--- src/rtl/uart_tx_fifo.sv ---
`default_nettype none
// ============================================================================
// Module   : uart_tx_fifo
// Brief    : 8N1 UART transmitter fed by a power-of-two byte FIFO.
// Revision : 1.0 - initial release
// ============================================================================
module uart_tx_fifo #(
    parameter int CLK_FREQ   = 100_000_000,
    parameter int BAUD_RATE  = 115200,
    parameter int FIFO_DEPTH = 16
) (
    input  logic                                clk,
    input  logic                                rstN,
    input  logic [7:0]                          txData,
    input  logic                                txValid,
    output logic                                txReady,
    output logic                                tx,
    output logic                                txBusy,
    output logic [$clog2(FIFO_DEPTH+1)-1:0]     fifoCount
);

    localparam int BAUD_DIV = CLK_FREQ / BAUD_RATE;
    localparam int CNT_W    = (BAUD_DIV > 1) ? $clog2(BAUD_DIV) : 1;
    localparam int PTR_W    = $clog2(FIFO_DEPTH);
    localparam int FCNT_W   = $clog2(FIFO_DEPTH + 1);

    localparam logic [CNT_W-1:0]  BAUD_LAST = CNT_W'(BAUD_DIV - 1);
    localparam logic [FCNT_W-1:0] FIFO_FULL = FCNT_W'(FIFO_DEPTH);

    localparam logic [1:0] S_IDLE  = 2'd0;
    localparam logic [1:0] S_START = 2'd1;
    localparam logic [1:0] S_DATA  = 2'd2;
    localparam logic [1:0] S_STOP  = 2'd3;

    logic [7:0]        mem_q [FIFO_DEPTH];
    logic [PTR_W-1:0]  wr_ptr_q, wr_ptr_d;
    logic [PTR_W-1:0]  rd_ptr_q, rd_ptr_d;
    logic [FCNT_W-1:0] count_q,  count_d;
    logic [1:0]        state_q,  state_d;
    logic [CNT_W-1:0]  baud_q,   baud_d;
    logic [2:0]        bit_q,    bit_d;
    logic [7:0]        shift_q,  shift_d;
    logic              tx_q,     tx_d;
    logic              w_push;
    logic              w_pop;
    logic              w_baud_end;

    // Storage has no reset: contents are only meaningful between the pointers.
    always_ff @(posedge clk) begin
        if (w_push) begin
            mem_q[wr_ptr_q] <= txData;
        end
    end

    always_ff @(posedge clk or negedge rstN) begin
        if (!rstN) begin
            wr_ptr_q <= '0;
            rd_ptr_q <= '0;
            count_q  <= '0;
            state_q  <= S_IDLE;
            baud_q   <= '0;
            bit_q    <= '0;
            shift_q  <= '0;
            tx_q     <= 1'b1;
        end else begin
            wr_ptr_q <= wr_ptr_d;
            rd_ptr_q <= rd_ptr_d;
            count_q  <= count_d;
            state_q  <= state_d;
            baud_q   <= baud_d;
            bit_q    <= bit_d;
            shift_q  <= shift_d;
            tx_q     <= tx_d;
        end
    end

    always_comb begin
        state_d    = state_q;
        baud_d     = baud_q;
        bit_d      = bit_q;
        shift_d    = shift_q;
        tx_d       = tx_q;
        w_pop      = 1'b0;
        w_push     = txValid && txReady;
        w_baud_end = (baud_q == BAUD_LAST);

        case (state_q)
            S_IDLE: begin
                tx_d = 1'b1;
                if (count_q != '0) begin
                    w_pop   = 1'b1;
                    shift_d = mem_q[rd_ptr_q];
                    tx_d    = 1'b0;
                    baud_d  = '0;
                    state_d = S_START;
                end
            end
            S_START: begin
                if (w_baud_end) begin
                    baud_d  = '0;
                    bit_d   = '0;
                    tx_d    = shift_q[0];
                    state_d = S_DATA;
                end else begin
                    baud_d = baud_q + CNT_W'(1);
                end
            end
            S_DATA: begin
                if (w_baud_end) begin
                    baud_d = '0;
                    if (bit_q == 3'd7) begin
                        tx_d    = 1'b1;
                        state_d = S_STOP;
                    end else begin
                        bit_d   = bit_q + 3'd1;
                        shift_d = {1'b0, shift_q[7:1]};
                        tx_d    = shift_q[1];
                    end
                end else begin
                    baud_d = baud_q + CNT_W'(1);
                end
            end
            S_STOP: begin
                if (w_baud_end) begin
                    baud_d = '0;
                    // Chain straight into the next start bit so frames abut.
                    if (count_q != '0) begin
                        w_pop   = 1'b1;
                        shift_d = mem_q[rd_ptr_q];
                        tx_d    = 1'b0;
                        state_d = S_START;
                    end else begin
                        state_d = S_IDLE;
                    end
                end else begin
                    baud_d = baud_q + CNT_W'(1);
                end
            end
            default: begin
                tx_d    = 1'b1;
                state_d = S_IDLE;
            end
        endcase

        wr_ptr_d = w_push ? wr_ptr_q + PTR_W'(1) : wr_ptr_q;
        rd_ptr_d = w_pop  ? rd_ptr_q + PTR_W'(1) : rd_ptr_q;
        case ({w_push, w_pop})
            2'b10:   count_d = count_q + FCNT_W'(1);
            2'b01:   count_d = count_q - FCNT_W'(1);
            default: count_d = count_q;
        endcase
    end

    always_comb begin
        txBusy    = (state_q != S_IDLE);
        txReady   = (count_q != FIFO_FULL);
        tx        = tx_q;
        fifoCount = count_q;
    end

endmodule
`default_nettype wire

--- config.mk ---
export PLATFORM = sky130hd
export DESIGN_NAME = uart_tx_fifo
export DESIGN_NICKNAME = d
export VERILOG_FILES = /design/src/rtl/uart_tx_fifo.sv
export SDC_FILE = /design/constraint.sdc
export NUM_CORES = 1
export LEC_CHECK = 0
export ABC_AREA = 0
export BUFFER_PORTS_ARGS = -buffer_cell sky130_fd_sc_hd__buf_4
export CORE_ASPECT_RATIO = 0.8
export CORE_UTILIZATION = 25
export CTS_BUF_LIST = sky130_fd_sc_hd__clkbuf_8
export CTS_CLUSTER_DIAMETER = 30
export CTS_CLUSTER_SIZE = 16
export DETAILED_ROUTE_END_ITERATION = 10
export HOLD_SLACK_MARGIN = 0.1
export PLACE_DENSITY_LB_ADDON = 0.2
export RECOVER_POWER = 25
export SLEW_MARGIN = 30
export SYNTH_ARGS = -nofsm -noshare
export SYNTH_HDL_FRONTEND = slang
export SYNTH_SLANG_ARGS = --single-unit
--- constraint.sdc ---
create_clock -name clk -period 6.37 [get_ports clk]
set_clock_uncertainty 0.15 [all_clocks]
set_input_delay 1.274 -clock clk [delete_from_list [all_inputs] [get_ports clk]]
set_output_delay 1.274 -clock clk [all_outputs]
set_load 0.005 [all_outputs]
Word level (Yosys, flattened, before mapping)

Memories as Yosys holds them, arrays and structs flattened.
Cells that the tools add are included.

Reduce and logical (&&, ||, !) cells: 12
Mux-type cells: 32
Equal/unequal tests: 15
Add/sub/neg operators: 6

Operator list:

| operator                                                              | number |
|---|---|
| 8-bit 2-to-1 mux                                                      | 4 |
| 8-bit one-hot mux with 3 select lines                                 | 1 |
| 10-bit 2-to-1 mux                                                     | 2 |
| 10-bit one-hot mux with 2 select lines                                | 1 |
| 2-bit inequality test, second input constant                          | 7 |
| 4-bit AND reduction                                                   | 3 |
| 1-bit 2-to-1 mux                                                      | 11 |
| 10-bit by 1-bit adder with 10-bit output, second input constant       | 1 |
| 10-bit equality test, second input constant                           | 1 |
| 2-bit 2-to-1 mux                                                      | 5 |
| 5-bit one-hot mux with 2 select lines                                 | 1 |
| 3-bit 2-to-1 mux                                                      | 3 |
| 4-bit by 1-bit adder with 4-bit output, second input constant         | 2 |
| 2-bit one-hot mux with 4 select lines                                 | 1 |
| 2-bit equality test, second input constant                            | 3 |
| 3-bit one-hot mux with 2 select lines                                 | 1 |
| 2-bit nonzero test                                                    | 3 |
| 5-bit by 1-bit adder with 5-bit output, second input constant         | 1 |
| 5-bit inequality test, second input constant                          | 1 |
| 5-bit AND reduction                                                   | 1 |
| 5-bit nonzero test                                                    | 1 |
| 5-bit by 1-bit subtractor with 5-bit output, second input constant    | 1 |
| 2-bit by 1-bit equality test with 1-bit output, second input constant | 2 |
| 1-bit one-hot mux with 4 select lines                                 | 1 |
| other kinds (7)                                                       | 7 |

Memories kept: 1
Output and inout bits: 8
RAM bits: 128
Input bits: 11
Logic and storage cells: 74
Bits in registers: 37

Memories:

| name  | words | bits a word | rd ports | clocked after memory_dff | wr ports | line | source |
|---|---|---|---|---|---|---|---|
| mem_q | 16    | 8           | 1        | 0                        | 1        | 35   | `logic [7:0] mem_q [FIFO_DEPTH];` |

Logic depth before layout (Yosys ltp)

Depth in word-level cells: 6
Mapped depth: 13
Depth with buffers taken out: 12

Least setup slack after synthesis

OpenSTA, ideal clock, no wires.

Path kind: input -> register
Start point: input port txValid
End point: register count_q[4] (netlist: fifoCount[4])
Arrival: 2917 ps
Required time: 6140 ps
Path slack: 3223 ps
Stages on the path: 11
Buffers on the path: 1
Cells stage by stage: and2_1 buf_2 inv_1 ha_1 inv_1 fa_1 nor2b_1 o21ai_0 and3_1 nor3_1 xnor2_1

Cells in the longest elaborated chain, start to end: 3
Elaborated cells between the ends (all ways): 5
Classes of those cells: eq/ne (2); mux (1); reduce/logical (2)

Ends and longest elaborated chain:

| what                                                                                  | line | source |
|---|---|---|
| start, declared                                                                       | 15   | `input logic txValid,` |
| 1-bit logical AND *                                                                   | 84   | `w_push = txValid && txReady;` |
| 2-bit by 1-bit equality test with 1-bit output or 2-bit equality test (tied branches) | 147  | `case ({w_push, w_pop})` |
| 5-bit one-hot mux with 2 select lines or 2-bit nonzero test (tied branches)           | -    |  |
| end signal, assigned                                                                  | 68   | `count_q <= count_d;` |
| end, declared                                                                         | 38   | `logic [FCNT_W-1:0] count_q, count_d;` |

Mark *: on every way between the ends. The rest lies on a longest branch, timed or not.
A chain may end at the register's enable or synchronous reset.

Final worst setup path

Start point: register baud_q[0]
End point: register count_q[4] (netlist: fifoCount[4])

Cells in the longest elaborated chain, start to end: 5
Elaborated cells between the ends (all ways): 7
Classes of those cells: eq/ne (3); mux (3); reduce/logical (1)

Ends and longest elaborated chain:

| what                                                                                  | line | source |
|---|---|---|
| start, declared                                                                       | 40   | `logic [CNT_W-1:0] baud_q, baud_d;` |
| start signal, assigned                                                                | 70   | `baud_q <= baud_d;` |
| 10-bit equality test *                                                                | 85   | `w_baud_end = (baud_q == BAUD_LAST);` |
| 1-bit 2-to-1 mux *                                                                    | 124  | `if (w_baud_end) begin` |
| 1-bit one-hot mux with 2 select lines *                                               | 87   | `case (state_q)` |
| named net w_pop                                                                       | 45   | `logic w_pop;` |
| 2-bit by 1-bit equality test with 1-bit output or 2-bit equality test (tied branches) | 147  |  |
| 5-bit one-hot mux with 2 select lines or 2-bit nonzero test (tied branches)           | -    |  |

The timed path passes the listed nets; every way through them passes the cells marked *.

==> flow_summary.json <==
{
  "max_clock_freq_mhz": 299,
  "gr-total-overflow": 0,
  "yosys-top-cells-area": "edfxtp_1 55%, dfrtp_1 13%, mux4_1 7.5%",
  "cts_resized": 0,
  "gp_congestion": 0.745,
  "dieArea_mm2": 0.0289,
  "switching_power_uw": 706,
  "wl_mm": 15.1,
  "io_pins": 19,
  "grt_pass1_wl_mm": 23.4,
  "clkSlewWorstSetupHoldPaths_ns": 0.10,
  "worstMarginPinSlew_ns": 2.15,
  "viasPerCell": 4.44,
  "ys_ff_latch": 165,
  "p_clk_share_pct": 32.0,
  "antenna_found_initial": 0,
  "cts_buffers": 17,
  "yosysTopAreaCellShare_pct": 54.6,
  "power_leakage_nw": 2.72,
  "path_cells": "ha_1, nor3b_1, nand4_1, a221oi_4, ha_1, inv_1, fa_1, nor2b_1, o21ai_0, and3_1, nor3_1, xnor2_1",
  "grt_max_degree": 38,
  "syn_inst": 428,
  "ys_seq_area_share_pct": 67.7,
  "status": "complete, but fails checks",
  "failed_checks": "capacitance limit, slew limit",
  "cp.required_ns": 6.61,
  "drt.antenna.violating_nets": 0,
  "yosysTopAreaCell": "edfxtp_1",
  "num_antenna_cells": 0,
  "crit_path_top_delay_cell": "dfrtp_1",
  "fin_util_pct": 28.8,
  "synth_cell_types": 41,
  "crit_top_cell": "ha_1",
  "setup_viol": 0,
  "critical_path.max_fanout": 5,
  "rows": 54,
  "drc": 0,
  "tns_ns": 0,
  "fill_cells": 2726,
  "post_cts_buffers": 0,
  "hold_path.class": "reg -> reg",
  "clkSinkCount": 165,
  "synth_edf_count": 128,
  "fin_nets": 475,
  "power_frac_seq_pct": 56.0,
  "hold_buffers": 0,
  "dp_hpwl_mm": 9.92,
  "critPathCaptureType": "flip-flop",
  "yosysWarningCount": 0,
  "path_buf_inv": 1,
  "cellPowerDensity_mw_per_mm2": 301,
  "clk_latency_ns": 0.46,
  "final_common_cell": "edfxtp_1",
  "syn_to_final_growth_pct": 12.5,
  "core_mm2": 0.0275,
  "maxSlewViolCount": 38,
  "fin_crit_ns": 3.34,
  "cts_root_buffer": "clkbuf_8",
  "die_y_um": 152,
  "ir_worst_vdd_v": 0.000144,
  "path_delay_family": "simple AND/OR/NAND/NOR gates",
  "p_sw_share_pct": 29.6,
  "critPathLaunchType": "flip-flop",
  "netlist_area_mm2": 0.00704,
  "maxCapViolations": 1,
  "final_cell_mix": "128 x edfxtp_1, 36 x nor2_1, 34 x dfrtp_1",
  "vias": 3658,
  "start_util_pct": 25.6,
  "drt_iter0_markers": 263,
  "grt_use_total_pct": 11.1,
  "clk_path_buf_depth": 2,
  "p_comb_share_pct": 11.9,
  "syn-num-nets": 457,
  "syn_area_per_cell_um2": 16.5,
  "cts_tree": "done",
  "grt_pass1_vias": 3780,
  "internal-power_mw": 1.68,
  "numPortBuffers": 18,
  "timing.final.crit_share_pct": 52.5,
  "slew_headroom_pct": -43.1,
  "drive_above_1_share_pct": 15.7,
  "final_area_mm2": 0.00792,
  "cp.arrival_ns": 3.59,
  "hold_viol_final": 0,
  "power.total_mw": 2.39,
  "die_w_um": 190,
  "h-tree-depth": 4,
  "placed_cell_area_mm2": 0.00754,
  "avgRoutedWirePerCell_um": 18.4,
  "slowest_delay_ns": 0.41,
  "ys_async_sr_fraction_pct": 22.4,
  "critPathKind": "reg -> reg",
  "rsz0062_at_grt": "no",
  "drt-pass1-iter-count": 4,
  "multiInputGateArea_mm2": 0.00213,
  "synthFlopType": "edfxtp_1",
  "regArea_mm2": 0.00477
}
path summary, 6_finish.rpt:
check / startpoint / to / slack [ns] / depth (start not counted)
min in group asynchronous: rstN / baud_q[3] / 1.28 / 1
hold reg to reg: baud_q[1] / baud_q[1] / 0.37 / 2
setup / recovery: baud_q[0] / fifoCount[4] / 3.03 / 12
hold / removal: baud_q[1] / baud_q[1] / 0.37 / 2
max in group asynchronous: rstN / rd_ptr_q[2] / 3.42 / 1
setup reg to reg: baud_q[0] / fifoCount[4] / 3.03 / 12
metrics by stage:
| stage | hold WS (ns) | worst slack [ns] | instances |
|---|---|---|---|
| after detailed placement | 0.352 | 2.91 | 791 |
| after global placement | 0.331 | 2.84 | 791 |
| final | 0.369 | 3.03 | 823 |
| after floorplan | 0.315 | 3.22 | 428 |
| after global routing | 0.401 | 2.82 | 823 |
| after CTS | 0.375 | 3.02 | 823 |
registers in the layout, indices dropped and copies added (netlist names):
| register | count |
|---|---|
| bit_q | 3 |
| mem_q | 128 |
| tx | 1 |
| fifoCount | 5 |
| state_q | 2 |
| shift_q | 8 |
| rd_ptr_q | 4 |
| baud_q | 10 |
| wr_ptr_q | 4 |
Yosys cell counts (11+ instances only):
cell / count
a21oi_1: 28
mux4_2: 12
xor2_1: 11
inv_1: 12
o21ai_0: 11
a22oi_1: 18
nor2_1: 37
edfxtp_1: 128
dfrtp_1: 36
nand2_1: 23
ha_1: 17
mux4_1: 20
tightest hold or removal path, delay by kind of cell, from the launching register on:
| kind | cells | cell delay (ns) |
|---|---|---|
| DFF | 1 | 0.38 |
| and+or+nand+nor | 2 | 0.11 |
layout make-up:
cell class	count	area share (%)
clock buffer	17	2.95
clock inverter	15	2.16
inverter	12	0.569
multi-input combinational	231	26.9
sequential	165	60.3
tap	364	5.75
timing repair buffer	19	1.42
cell families (layout without fill, tap and decap cells):
group / count (synthesis) / in the layout / synth area share (%)
compound gates: 65 / 65 / 6.02
fa+ha+maj: 18 / 18 / 3.30
xor+xnor: 18 / 18 / 2.24
mux: 35 / 35 / 11.8
buf+inv: 32 / 63 / 2.36
simple gates: 95 / 95 / 6.50
flops: 165 / 165 / 67.7
power by group through the flow:
stage,clock network [mW],logic [mW],registers (mW)
2_1_floorplan,0,0.187,1.33
3_3_place_gp,0,0.285,1.35
3_5_place_dp,0,0.293,1.36
4_1_cts,0.788,0.293,1.34
5_1_grt,0.835,0.318,1.35
6_report,0.765,0.285,1.34
per-layer routing:
metal	vias to the layer above	wire (µm)	track usage (%)
li1	1699	-	-
met1	1911	7910	16.2
met2	41	6810	16.4
met3	7	281	2.82
met4	0	134	2.65
met5	-	0	0
Note: power is estimated with default switching activity, not from simulation.
